--- src/rtl/bram_access_arbiter.sv ---
// bram_access_arbiter: PS->PL BRAM ownership handoff and round-robin sharing of one PL BRAM port.
// Optional macro ARB_STARVE_LIMIT_EN adds per-requester wait counters and the starve_flag output.
module bram_access_arbiter #(
   parameter int NUM_REQ = 4,
   parameter int ADDR_W  = 10,
   parameter int DATA_W  = 16
) (
   input  logic                      clock,
   input  logic                      reset,
   input  logic                      ps_done,
   output logic                      pl_sel,
   input  logic [NUM_REQ-1:0]        req,
   input  logic [NUM_REQ-1:0]        req_we,
   input  logic [NUM_REQ*ADDR_W-1:0] req_addr,
   input  logic [NUM_REQ*DATA_W-1:0] req_wdata,
   output logic [NUM_REQ-1:0]        grant,
   output logic [NUM_REQ-1:0]        rvalid,
   output logic [DATA_W-1:0]         rdata,
   output logic                      bram_en,
   output logic                      bram_we,
   output logic [ADDR_W-1:0]         bram_addr,
   output logic [DATA_W-1:0]         bram_wdata,
   input  logic [DATA_W-1:0]         bram_rdata
`ifdef ARB_STARVE_LIMIT_EN
   ,
   output logic [NUM_REQ-1:0]        starve_flag
`endif
);
   localparam int PW = $clog2(NUM_REQ);
   localparam logic [PW:0] NR = (PW+1)'(NUM_REQ);
   localparam logic [1:0] PS_OWN = 2'd0, HANDOFF = 2'd1, PL_OWN = 2'd2, DRAIN = 2'd3;
   logic [1:0]         state;
   logic [PW-1:0]      ptr, win, cmd_id, s1_id;
   logic [PW:0]        j;
   logic [NUM_REQ-1:0] elig;
   logic               found, s1;
   assign pl_sel = state != PS_OWN;
   // Scan downward so the last hit is the first eligible index at or after ptr
   always_comb begin
      elig = (state == PL_OWN) ? req & ~grant : '0;
      found = |elig;
      win = '0;
      j = '0;
      for (int k = NUM_REQ - 1; k >= 0; k--) begin
         j = {1'b0, ptr} + (PW+1)'(k);
         j = (j >= NR) ? j - NR : j;
         if (elig[j[PW-1:0]]) win = j[PW-1:0];
      end
`ifdef ARB_STARVE_LIMIT_EN
      for (int k = NUM_REQ - 1; k >= 0; k--)
         if (elig[k] && starve_flag[k]) win = PW'(k);
`endif
   end
   always_ff @(posedge clock or posedge reset)
      if (reset) begin
         state      <= PS_OWN;
         ptr        <= '0;
         grant      <= '0;
         bram_en    <= 1'b0;
         bram_we    <= 1'b0;
         bram_addr  <= '0;
         bram_wdata <= '0;
         cmd_id     <= '0;
         s1         <= 1'b0;
         s1_id      <= '0;
         rvalid     <= '0;
         rdata      <= '0;
      end else begin
         state <= (state == PS_OWN)  ? (ps_done ? HANDOFF : PS_OWN) :
                  (state == HANDOFF) ? PL_OWN :
                  (state == PL_OWN)  ? (ps_done ? PL_OWN : DRAIN) :
                  (!bram_en && !s1)  ? PS_OWN : DRAIN;
         grant   <= found ? NUM_REQ'(1) << win : '0;
         bram_en <= found;
         bram_we <= found && req_we[win];
         if (found) begin
            bram_addr  <= req_addr[win*ADDR_W +: ADDR_W];
            bram_wdata <= req_wdata[win*DATA_W +: DATA_W];
            cmd_id     <= win;
            ptr        <= (win == PW'(NUM_REQ - 1)) ? '0 : win + 1'b1;
         end
         // Read id travels with the BRAM latency so the data returns to its issuer
         s1     <= bram_en && !bram_we;
         s1_id  <= cmd_id;
         rvalid <= s1 ? NUM_REQ'(1) << s1_id : '0;
         if (s1) rdata <= bram_rdata;
      end
`ifdef ARB_STARVE_LIMIT_EN
   for (genvar i = 0; i < NUM_REQ; i++) begin : g_wait
      logic [3:0] wait_cnt;
      assign starve_flag[i] = wait_cnt == 4'd15;
      always_ff @(posedge clock or posedge reset)
         if (reset) wait_cnt <= '0;
         else if (grant[i]) wait_cnt <= '0;
         else if (req[i] && !starve_flag[i]) wait_cnt <= wait_cnt + 4'd1;
   end
`endif
endmodule

--- config.mk ---
export PLATFORM = sky130hd
export DESIGN_NAME = bram_access_arbiter
export DESIGN_NICKNAME = d
export VERILOG_FILES = /design/src/rtl/bram_access_arbiter.sv
export SDC_FILE = /design/constraint.sdc
export NUM_CORES = 1
export LEC_CHECK = 0
export CAP_MARGIN = 15
export CELL_PAD_IN_SITES_DETAIL_PLACEMENT = 1
export CELL_PAD_IN_SITES_GLOBAL_PLACEMENT = 1
export CORE_MARGIN = 1.5
export CORE_UTILIZATION = 29
export CTS_BUF_LIST = sky130_fd_sc_hd__clkbuf_4
export DETAILED_ROUTE_END_ITERATION = 12
export PLACE_DENSITY_LB_ADDON = 0.3
export SKIP_CTS_REPAIR_TIMING = 1
export SYNTH_ARGS = -nofsm -noshare
export SYNTH_HDL_FRONTEND = slang
export SYNTH_SLANG_ARGS = --single-unit
--- constraint.sdc ---
create_clock -name clock -period 2.92 [get_ports clock]
set_clock_uncertainty 0.1 [all_clocks]
set_input_delay 0.584 -clock clock [delete_from_list [all_inputs] [get_ports clock]]
set_output_delay 0.584 -clock clock [all_outputs]
set_load 0.01 [all_outputs]
# ---- Word level (Yosys, flattened, before mapping)
# Index checks and enable logic that the tools add are counted.
dict set report classes {
  n_addsub 8
  n_mul 1
  order_cmp 9
  eq_ne 3
  shift 4
  muxes 28
  bitwise_logic 2
  n_reduce_logical 9
}
# operator count
set op_table {}
lappend op_table {{$shiftx 64x7->16} 1}
lappend op_table {{$shiftx 40x7->10} 1}
lappend op_table {{$mux 2} 13}
lappend op_table {{$lt 2x3->1 const B} 5}
lappend op_table {{$mux 4} 3}
lappend op_table {{$bmux 1 s2} 5}
lappend op_table {{$ge 3x3->1 const B} 3}
lappend op_table {{$shl 1x2->4 const A} 2}
lappend op_table {{$sub 2x1->2 const B} 4}
lappend op_table {{$mux 1} 7}
lappend op_table {{$add 2x2->3 const B} 2}
lappend op_table {{$mul 2x3->5 const B} 1}
lappend op_table {{$and 4x4->4} 1}
lappend op_table {{$eq 2x2->1 const B} 2}
lappend op_table {{$not 4->4} 1}
lappend op_table {{$reduce_or 4->1} 1}
lappend op_table {{$add 2x1->3 const B} 1}
lappend op_table {{$ge 2x3->1 const B} 1}
lappend op_table {{$logic_and 1x1->1} 3}
lappend op_table {{$logic_not 1->1} 3}
lappend op_table {{$add 2x1->2 const B} 1}
lappend op_table {{$eq 2x1->1 const B} 1}
lappend op_table {{$logic_not 2->1} 1}
lappend op_table {{$reduce_bool 2->1} 1}
dict set report totals {
  register_bits 61
  input_bits 131
}

# ---- Depth between registers and ports, before layout
# Gate-level depths: netlist (run 1).
dict set report depth {
  ltp_word 12
  depth_mapped 8
  ltp_nobuf 7
}

# ---- Worst setup path after synthesis (run 1)
# OpenSTA, ideal clock, no wires.
dict set report synth_timing {
  path_kind {input to register}
  startpoint {input req[1]}
  endpoint {register bram_we}
  setup_time_ns 0.119
  arrival_ns 2.043
  t_required_ns 2.701
  setup_slack_ns 0.658
  cell_stages 7
  path_buffers 1
  cell_sequence {nor2b_1 > or3_1 > and3_1 > buf_6 > inv_8 > mux4_2 > and2_1}
}
dict set report synth_between {
  elab_chain_len 11
  word_cells_on_any_way 18
}
# element line
set synth_rtl {}
lappend synth_rtl {{start: declaration} 12} ;# input logic [NUM_REQ-1:0] req,
lappend synth_rtl {{$and 4x4->4 (*)} 40} ;# elig = (state == PL_OWN) ? req & ~grant : '0;
lappend synth_rtl {{$mux 4 (*)} 40}
lappend synth_rtl {{$bmux 1 s2} 47} ;# if (elig[j[PW-1:0]]) win = j[PW-1:0];
lappend synth_rtl {{$mux 1 (implied by the code)} 47}
lappend synth_rtl {{$mux 2 (4 in a row)} 47}
lappend synth_rtl {{$bmux 1 s2} 75} ;# bram_we <= found && req_we[win];
lappend synth_rtl {{$mux 1 (implied by the code)} 75}
lappend synth_rtl {{$logic_and 1x1->1 (*)} 75}
lappend synth_rtl {{end signal: assignment} 75}
lappend synth_rtl {{end: declaration} 20} ;# output logic bram_we,
# Mark *: on every way between the ends. The rest lies on a longest branch, timed or not. The select of a mux whose other input is x is not followed.
# A chain may end at the register's enable or synchronous reset.

# ---- Final worst setup path (run 1)
dict set report layout_timing {
  startpoint {register state[0]}
  endpoint {output pl_sel}
}
dict set report layout_between {
  elab_chain_len 1
}
# element line
set layout_rtl {}
lappend layout_rtl {{start: declaration} 32} ;# logic [1:0] state;
lappend layout_rtl {{start signal: assignment} 69} ;# state <= (state == PS_OWN) ? (ps_done ? HANDOFF : PS_OWN) :
lappend layout_rtl {{$reduce_bool 2->1} 37} ;# assign pl_sel = state != PS_OWN;
lappend layout_rtl {{end: declaration} 11} ;# output logic pl_sel,
# Every way passes these cells.

==> results of run 1 <==
## final timing paths
| check | to | cells after the start |
|---|---|---|
| setup / recovery | pl_sel | 2 |
| hold / removal | s1_id[1] | 0 |
| setup reg to reg | bram_we | 6 |
| hold reg to reg | s1_id[1] | 0 |
| max in group asynchronous | rvalid[2] | 3 |
| min in group asynchronous | rvalid[0] | 2 |
## cells in the final DEF (no fill, tap or decap), drive strengths merged, types with 4 or more instances in the layout
cell type        n
a21oi           23
a221oi          21
and2             5
buf             12
clkbuf          11
clkdlybuf4s50  183
dfrtp           61
ha               4
inv              6
mux2            16
mux2i           31
nand2           33
nor2            27
o221ai           5
## registers in the layout, summed over array words and instances, names as in the netlist
signal and count:
bram_we 1, cmd_id 2, s1_id 2, bram_wdata 16, bram_en 1, rvalid 4
rdata 16, ptr 2, s1 1, state 2, grant 4, bram_addr 10
## final cells by class
| class | instances | area, um^2 |
|---|---|---|
| Clock buffer | 11 | 82.6 |
| Sequential cell | 61 | 1530 |
| Inverter | 6 | 30.0 |
| Timing Repair Buffer | 195 | 1970 |
| Fill cell | 1241 | 5510 |
| Clock inverter | 5 | 27.5 |
| Tap cell | 140 | 175 |
| Multi-Input combinational cell | 200 | 1570 |
## metal layers
layer	vias to the layer above	share of wire (%)	track usage [%]
met5	-	0	0
li1	1410	-	-
met3	11	9.6	6.28
met4	0	1.2	6.20
met2	141	48	32.2
met1	1458	42	22.1
## stage by stage
| stage | power, uW | utilization [%] | hold slack [ns] | std cells | worst slack [ns] |
|---|---|---|---|---|---|
| 2_1_floorplan | 3620 | - | 0.254 | 285 | 0.658 |
| 3_3_place_gp | 4940 | 48.4 | 0.263 | 602 | 0.148 |
| 3_5_place_dp | 5070 | 48.4 | 0.273 | 602 | 0.101 |
| 4_1_cts | 5580 | 49.4 | 0.297 | 618 | 0.479 |
| 5_1_grt | 5910 | 49.4 | 0.313 | 618 | 0.430 |
| 6_report | 5500 | 49.4 | 0.295 | 618 | 0.518 |
## cell families after synthesis
| logic type | count (synthesis) |
|---|---|
| AOI/OAI and AO/OA | 62 |
| buffers and inverters | 24 |
| DFF | 61 |
| adders and majority gates | 4 |
| and+or+nand+nor | 85 |
| xor gates and xnor gates | 1 |
| muxes | 48 |
## power by group through the flow
stage          Sequential [uW]  Combinational [uW]  Clock (uW)
6_report                  1600                3390         505
5_1_grt                   1650                3700         560
4_1_cts                   1600                3450         525
3_5_place_dp              1610                3450           0
3_3_place_gp              1590                3350           0
2_1_floorplan             1680                1940           0
==> impl_metrics.yaml, run 1 <==
drt:
  via_per_inst: 4.89
  detail_route.drc_violations: 0
  ant_nets: 0
  finalWirelength_um: 10900
  vias: 3020
  drtPass1Iterations: 4
  post_drt_wl_per_cell_um: 17.6
  drt-initial-drc-count: 82
setup_path:
  critPathCaptureType: "output port"
  cp-start-kind: "flip-flop"
  crit_start: "state[0]"
  path_max_fanout: 9
  path_delay_family: "flip-flops"
  crit_slowest_cell: "dfrtp_1"
  crit_arrival_ns: 1.72
  worstSetupPathType: "reg -> out"
  r2r-start: "state[0]"
  path_cells: "or2_2 > clkdlybuf4s50_1"
  max_stage_delay_ns: 0.49
  r2r_slack_ns: 0.58
  cp.buffers_inverters: 1
  cp.required_ns: 2.24
pwr:
  leakage_uw: 0.00234
  powerDensity_nw_per_um2: 1020
  peakVddDrop_v: 0.000412
  power.share.clock_pct: 9.2
  seqPwrFrac_pct: 29.1
  p_int_uw: 3250
  switching_share_pct: 40.9
  power_switching_uw: 2250
  combPwrFrac_pct: 61.7
global_routing:
  gr-usage-all-layers_pct: 18.8
  grt_max_degree: 32
  antenna_found_initial: 0
  grt_pass1_wl_um: 16700
  grt_pass1_vias: 3284
  overflow: 0
floorplan:
  dieHeight_um: 109
  fp.dieW_um: 109
  rows: 38
  start_util_pct: 29.8
  num_io_pins: 184
  fp.dieArea_um2: 11800
  core_area_um2: 10900
layout:
  drive_above_1_share_pct: 14.6
  nets: 608
  area_growth_pct: 65.7
  insertedDiodeCount: 0
  design_area_um2: 5380
sta:
  drv_slew: 0
  grt_setup_unrepaired: "false"
  setup_viol: 0
  min_period_over_period_pct: 82.3
  tightestPinTransition_ns: 0.831
  fmax_ghz: 0.416
  hold_viol_final: 0
  totalNegativeSetupSlack_ns: 0
  slew_headroom_pct: 44.6
  fin_crit_ns: 2.40
logic_synthesis:
  synth-seq-cells: 61
  synth-warning-count: 0
  synth-edff-count: 0
  yosysMostFrequentCell: "dfrtp_1"
  yosysSeqAreaShare_pct: 47.0
  synth_fa_ha_area_share_pct: 1.54
  synthFlopType: "dfrtp_1"
  synth.largest_area_cell: "dfrtp_1"
  synth_simple_gate_area_share_pct: 12.8
  synth_common_cells: "dfrtp_1 (61), nand2_1 (33), mux2i_1 (31)"
  syn_nets: 420
  muxShareOfSynthArea_pct: 15.8
  synth_top_area_share_pct: 47.0
  synthTopCellsByArea: "dfrtp_1 (47%), a221oi_2 (9.7%), mux2i_1 (9.6%), mux2_2 (5.5%), nand2_1 (3.8%)"
  synthArstFlopShare_pct: 100
  postSynthAreaPerCell_um2: 11.4
  syn_inst: 285
  synth_compound_area_share_pct: 17.8
  syn_area_um2: 3250
  synth_top_family_by_area: "compound AO/OA/AOI/OAI gates"
  synthXorXnorAreaFrac_pct: 0.270
  synth_cell_type_count: 43
clock_tree:
  clk_transition_reported_paths_ns: 0.11
  clk_path_buf_depth: 2
  ctsHtreeMaxLevel: 3
  worst_skew_pair.late_latency_ns: 0.39
  tritoncts.num_buffers: 9
  cts_sinks: 61
  cts_tree: "done"
  root_buffer: "clkbuf_4"
place:
  dpl-instance-area_um2: 5270
  io_buffers: 183
  place.gp.congestion: 0.847
  hpwl_um: 8470
min_path:
  hp-start: "cmd_id[1]"
  hold_class: "reg -> reg"
outcome:
  status: "completed"
run:
  drv_cap: 0
Note: power is estimated with default switching activity, not from simulation.
==> run 2, diff against run 1 <==
Settings changed: CORE_UTILIZATION 29 to 26.
Clock period 2.92 ns to 2.1 ns, I/O delays scaled along.
==> run 2 against run 1 <==
  * Hold slack better by 0.0016 ns
  * The flow now finishes with violations (negative setup slack)
  * Core utilization is 2.8 points lower
  * Highest routed layer unchanged
  * Die area is 11% higher
==> impl_metrics.yaml, run 2 (synthesized netlist as in run 1, its figures left out) <==
outcome:
  status: "complete, but fails checks"
  failed_checks: "negative setup slack"
clock_tree:
  cts_tree: "done"
  tritoncts.num_buffers: 9
  clk_transition_reported_paths_ns: 0.11
  root_buffer: "clkbuf_4"
  ctsHtreeMaxLevel: 3
  worst_skew_pair.late_latency_ns: 0.40
  clk_path_buf_depth: 2
  cts_sinks: 61
drt:
  post_drt_wl_per_cell_um: 16.4
  via_per_inst: 4.61
  drtPass1Iterations: 4
  finalWirelength_um: 10800
  drt-initial-drc-count: 100
  ant_nets: 0
  detail_route.drc_violations: 0
  vias: 3045
setup_path:
  path_max_fanout: 5
  crit_arrival_ns: 2.35
  cp.required_ns: 2.30
  max_stage_delay_ns: 0.54
  critPathCaptureType: "flip-flop"
  r2r_end: "bram_we"
  r2r_slack_ns: -0.03
  r2r-start: "state[0]"
  reg2reg_depth: 6
  worstSetupPathType: "in -> reg"
  crit_slowest_cell: "clkdlybuf4s50_1"
  path_cells: "clkdlybuf4s50_1 > nand4bb_4 > or3_1 > and3_4 > inv_8 > mux4_2 > and2_1"
  cp-start-kind: "input port"
pwr:
  power_uw: 8120
  powerDensity_nw_per_um2: 1440
  peakVddDrop_v: 0.000457
  leakage_uw: 0.00245
floorplan:
  core_area_um2: 12100
  start_util_pct: 26.8
  fp.dieW_um: 115
  rows: 40
  num_io_pins: 184
  dieHeight_um: 115
  fp.dieArea_um2: 13200
sta:
  hold_viol_final: 0
  setup_viol: 1
  fin_crit_ns: 2.15
  tightestPinTransition_ns: 0.820
  fmax_ghz: 0.465
  drv_slew: 0
  min_period_over_period_pct: 102
  slew_headroom_pct: 45.3
  hold_slack_ns: 0.296
  grt_setup_unrepaired: "true"
  fin_ws_ns: -0.0482
layout:
  fin_util_pct: 46.6
  reg_top3: "bram_wdata x16, rdata x16, bram_addr x10"
  insertedDiodeCount: 0
  fillers: 1335
  drive_above_1_share_pct: 18.1
  layout_commonest_cell: "clkdlybuf4s50_1"
  area_growth_pct: 73.8
  nets: 623
  layout_common_cells: "clkdlybuf4s50_1 (182), dfrtp_1 (59), nand2_1 (33)"
min_path:
  hold_class: "in -> async"
place:
  place.gp.congestion: 0.796
  hpwl_um: 8290
  io_buffers: 183
run:
  drv_cap: 0
global_routing:
  grt_pass1_wl_um: 17300
  gr-usage-all-layers_pct: 16.8
  overflow: 0
  grt_pass1_vias: 3475
  antenna_found_initial: 0
  grt_max_degree: 62
==> run 2: final cells by class <==
cell class / count / area, um^2 / area share (%)
Timing Repair Buffer: 210 / 2150 / 38.1
Multi-Input combinational cell: 200 / 1600 / 28.4
Sequential cell: 61 / 1530 / 27.1
Tap cell: 168 / 210 / 3.73
Clock buffer: 9 / 67.6 / 1.20
Clock inverter: 7 / 56.3 / 0.998
Inverter: 6 / 30.0 / 0.532
==> run 2: per-layer routing <==
| metal | part of all wire, % | global-route usage [%] | wire length (um) |
|---|---|---|---|
| met5 | 0 | 0 | 0 |
| met4 | 0.73 | 4.53 | 79 |
| met3 | 7.0 | 4.80 | 758 |
| met2 | 52 | 31.0 | 5590 |
| met1 | 41 | 19.1 | 4380 |
==> run 2: through the flow <==
step | setup WS [ns] | TNS (ns) | cells | area, um^2
after floorplan | -0.0760 | -0.0760 | 285 | 3260
after global routing | -0.0686 | -0.772 | 661 | 5640
after global placement | -0.501 | -14.53 | 643 | 5450
after detailed placement | -0.567 | -15.66 | 643 | 5450
final | -0.0482 | -0.0482 | 661 | 5640
after CTS | -0.263 | -2.70 | 659 | 5570
==> run 2: critical path: cells and delay by family <==
kind | cells | cell delay [ns]
and+or+nand+nor | 4 | 0.82
buffers and inverters | 2 | 0.62
muxes | 1 | 0.48
==> run 2: power breakdown <==
| part | switching (uW) | leakage (uW) | total (uW) | internal [uW] |
|---|---|---|---|---|
| Combinational | 2310 | 0.00165 | 5140 | 2820 |
| Clock | 448 | 0.0000720 | 794 | 346 |
| Sequential | 420 | 0.000726 | 2190 | 1770 |
==> run 2: worst max-delay path by stage <==
stage	from	end	slack, ns
after floorplan	grant[2]	bram_we	-0.08
after global placement	req[2]	bram_we	-0.50
after detailed placement	req[3]	bram_addr[0]	-0.57
after CTS	state[1]	pl_sel	-0.26
after global routing	state[0]	bram_we	-0.07
final	req[2]	bram_we	-0.05
==> run 3, diff against run 2 <==
Settings changed: CTS_CLUSTER_SIZE set to 28.
Clock period 2.1 ns to 1.8 ns, I/O delays scaled along.
==> run 3 against run 2 <==
  * The flow still finishes with violations (negative setup slack)
  * Register-to-register slack worse by 0.33 ns
  * Flip-flop and latch count unchanged
  * Cell area increased by 5.7%
  * Via count up 2.2%
  * Combinational power is 25% higher
  * Global-route usage hardly changed
  * Hold slack worse by 0.040 ns
  * First-iteration DRC count is 33% lower
  * Final cell count grew 2.1%
  * Wire length is 5.2% higher
  * Sequential power is 15% higher
==> impl_metrics.yaml, run 3 (synthesized netlist as in run 1, its figures left out) <==
sta:
  grt_setup_unrepaired: "true"
  setup_viol: 34
  fin_crit_ns: 2.16
  hold_viol_final: 0
  fin_ws_ns: -0.363
  fmax_ghz: 0.462
  hold_slack_ns: 0.256
  min_period_over_period_pct: 120
  tightestPinTransition_ns: 0.833
  drv_slew: 0
  slew_headroom_pct: 44.5
drt:
  drtPass1Iterations: 4
  detail_route.drc_violations: 0
  via_per_inst: 4.61
  ant_nets: 0
  post_drt_wl_per_cell_um: 16.9
  vias: 3112
  drt-initial-drc-count: 67
  finalWirelength_um: 11400
floorplan:
  dieHeight_um: 115
  num_io_pins: 184
  core_area_um2: 12100
  fp.dieW_um: 115
  start_util_pct: 26.8
  fp.dieArea_um2: 13200
  rows: 40
place:
  hpwl_um: 8320
  io_buffers: 183
  dp_slack_ns: -0.818
  dpl-instance-area_um2: 5510
  place.gp.congestion: 0.839
  place_inst: 650
layout:
  fin_util_pct: 49.2
  design_area_um2: 5960
  layout_common_cells: "clkdlybuf4s50_1 (134), dfrtp_1 (59), dlymetal6s2s_1 (48)"
  multi_input_area_um2: 1650
  nets: 639
  seq_area_um2: 1530
  fillers: 1311
  area_growth_pct: 83.7
  drive_above_1_share_pct: 23.1
  insertedDiodeCount: 0
  layout_commonest_cell: "clkdlybuf4s50_1"
  layout.cells.non_filler: 675
  reg_top3: "bram_wdata x16, rdata x16, bram_addr x10"
global_routing:
  grt_pass1_wl_um: 17300
  antenna_found_initial: 0
  grt_pass1_vias: 3494
  grt_max_degree: 41
  overflow: 0
  gr-usage-all-layers_pct: 16.8
clock_tree:
  cts_tree: "done"
  tritoncts.num_buffers: 9
  clk_transition_reported_paths_ns: 0.12
  ctsHtreeMaxLevel: 3
  root_buffer: "clkbuf_4"
  clk_path_buf_depth: 2
  worst_skew_pair.late_latency_ns: 0.39
  cts_sinks: 61
setup_path:
  path_cells: "buf_4 > nor4bb_4 > a21o_1 > and3_4 > clkinv_8 > buf_12 > mux2i_4 > a221oi_2"
  r2r_end: "bram_addr[1]"
  path_delay_family: "simple AND/OR/NAND/NOR gates"
  cp-start-kind: "flip-flop"
  max_stage_delay_ns: 0.46
  crit_slowest_cell: "dfrtp_2"
  crit_arrival_ns: 2.36
  r2r-start: "state[0]"
  reg2reg_depth: 8
  cp.buffers_inverters: 3
  critPathCaptureType: "flip-flop"
  r2r_slack_ns: -0.36
  cp.required_ns: 2.00
  worstSetupPathType: "reg -> reg"
  path_max_fanout: 18
outcome:
  status: "complete, but fails checks"
  failed_checks: "negative setup slack"
run:
  drv_cap: 0
min_path:
  hold_class: "in -> async"
pwr:
  peakVddDrop_v: 0.000567
  leakage_uw: 0.00299
  powerDensity_nw_per_um2: 1640
## run 3: changes by cell type in the layout (fill, tap and decap cells not counted), sizes merged, moves of 3 or more
cell           before  now
buf                27   42
clkdlybuf4s50     182  134
clkinvlp            0    3
dlymetal6s2s        1   48
## run 3: worst max path at each step
| stage | from | to | slack [ns] | cells after the start |
|---|---|---|---|---|
| floorplan | grant[2] | bram_we | -0.38 | 7 |
| global placement | req[3] | ptr[1] | -0.75 | 8 |
| detailed placement | req[2] | bram_wdata[0] | -0.82 | 7 |
| CTS | state[0] | pl_sel | -0.51 | 3 |
| global route | state[0] | bram_addr[1] | -0.46 | 8 |
| finish | state[0] | bram_addr[1] | -0.36 | 8 |
## run 3: through the flow
step                      setup TNS (ns)  total power (uW)
after floorplan                    -5.63              5880
after global placement            -22.75              8410
after detailed placement          -24.63              8590
after CTS                         -13.49              9420
after global routing              -11.95             10500
final                              -9.07              9760
## run 3: final cells by class
type	count	area share [%]
repair buffers	226	40.9
multi-input cells	200	27.6
flip-flops and latches	61	25.6
well taps	168	3.52
clock buffers	9	1.13
inverters	6	0.692
clock inverters	5	0.503
## run 3: worst min-delay path: cells and delay by family
family / cells / cell delay, ns
buffers and inverters: 3 / 0.77
## run 3: power by group
group | switching (uW) | total (uW) | internal [uW]
Sequential | 463 | 2520 | 2060
Combinational | 2870 | 6450 | 3580
Clock | 529 | 791 | 262
Total | 3860 | 9760 | 5900
## run 3: routing by layer
| layer | part of all wire (%) | GRT usage (%) | vias to the layer above |
|---|---|---|---|
| met1 | 40 | 19.0 | 1538 |
| met4 | 0.83 | 3.95 | 0 |
| met2 | 54 | 31.9 | 90 |
| met3 | 5.1 | 3.95 | 7 |
| li1 | - | - | 1477 |
| met5 | 0 | 0 | - |
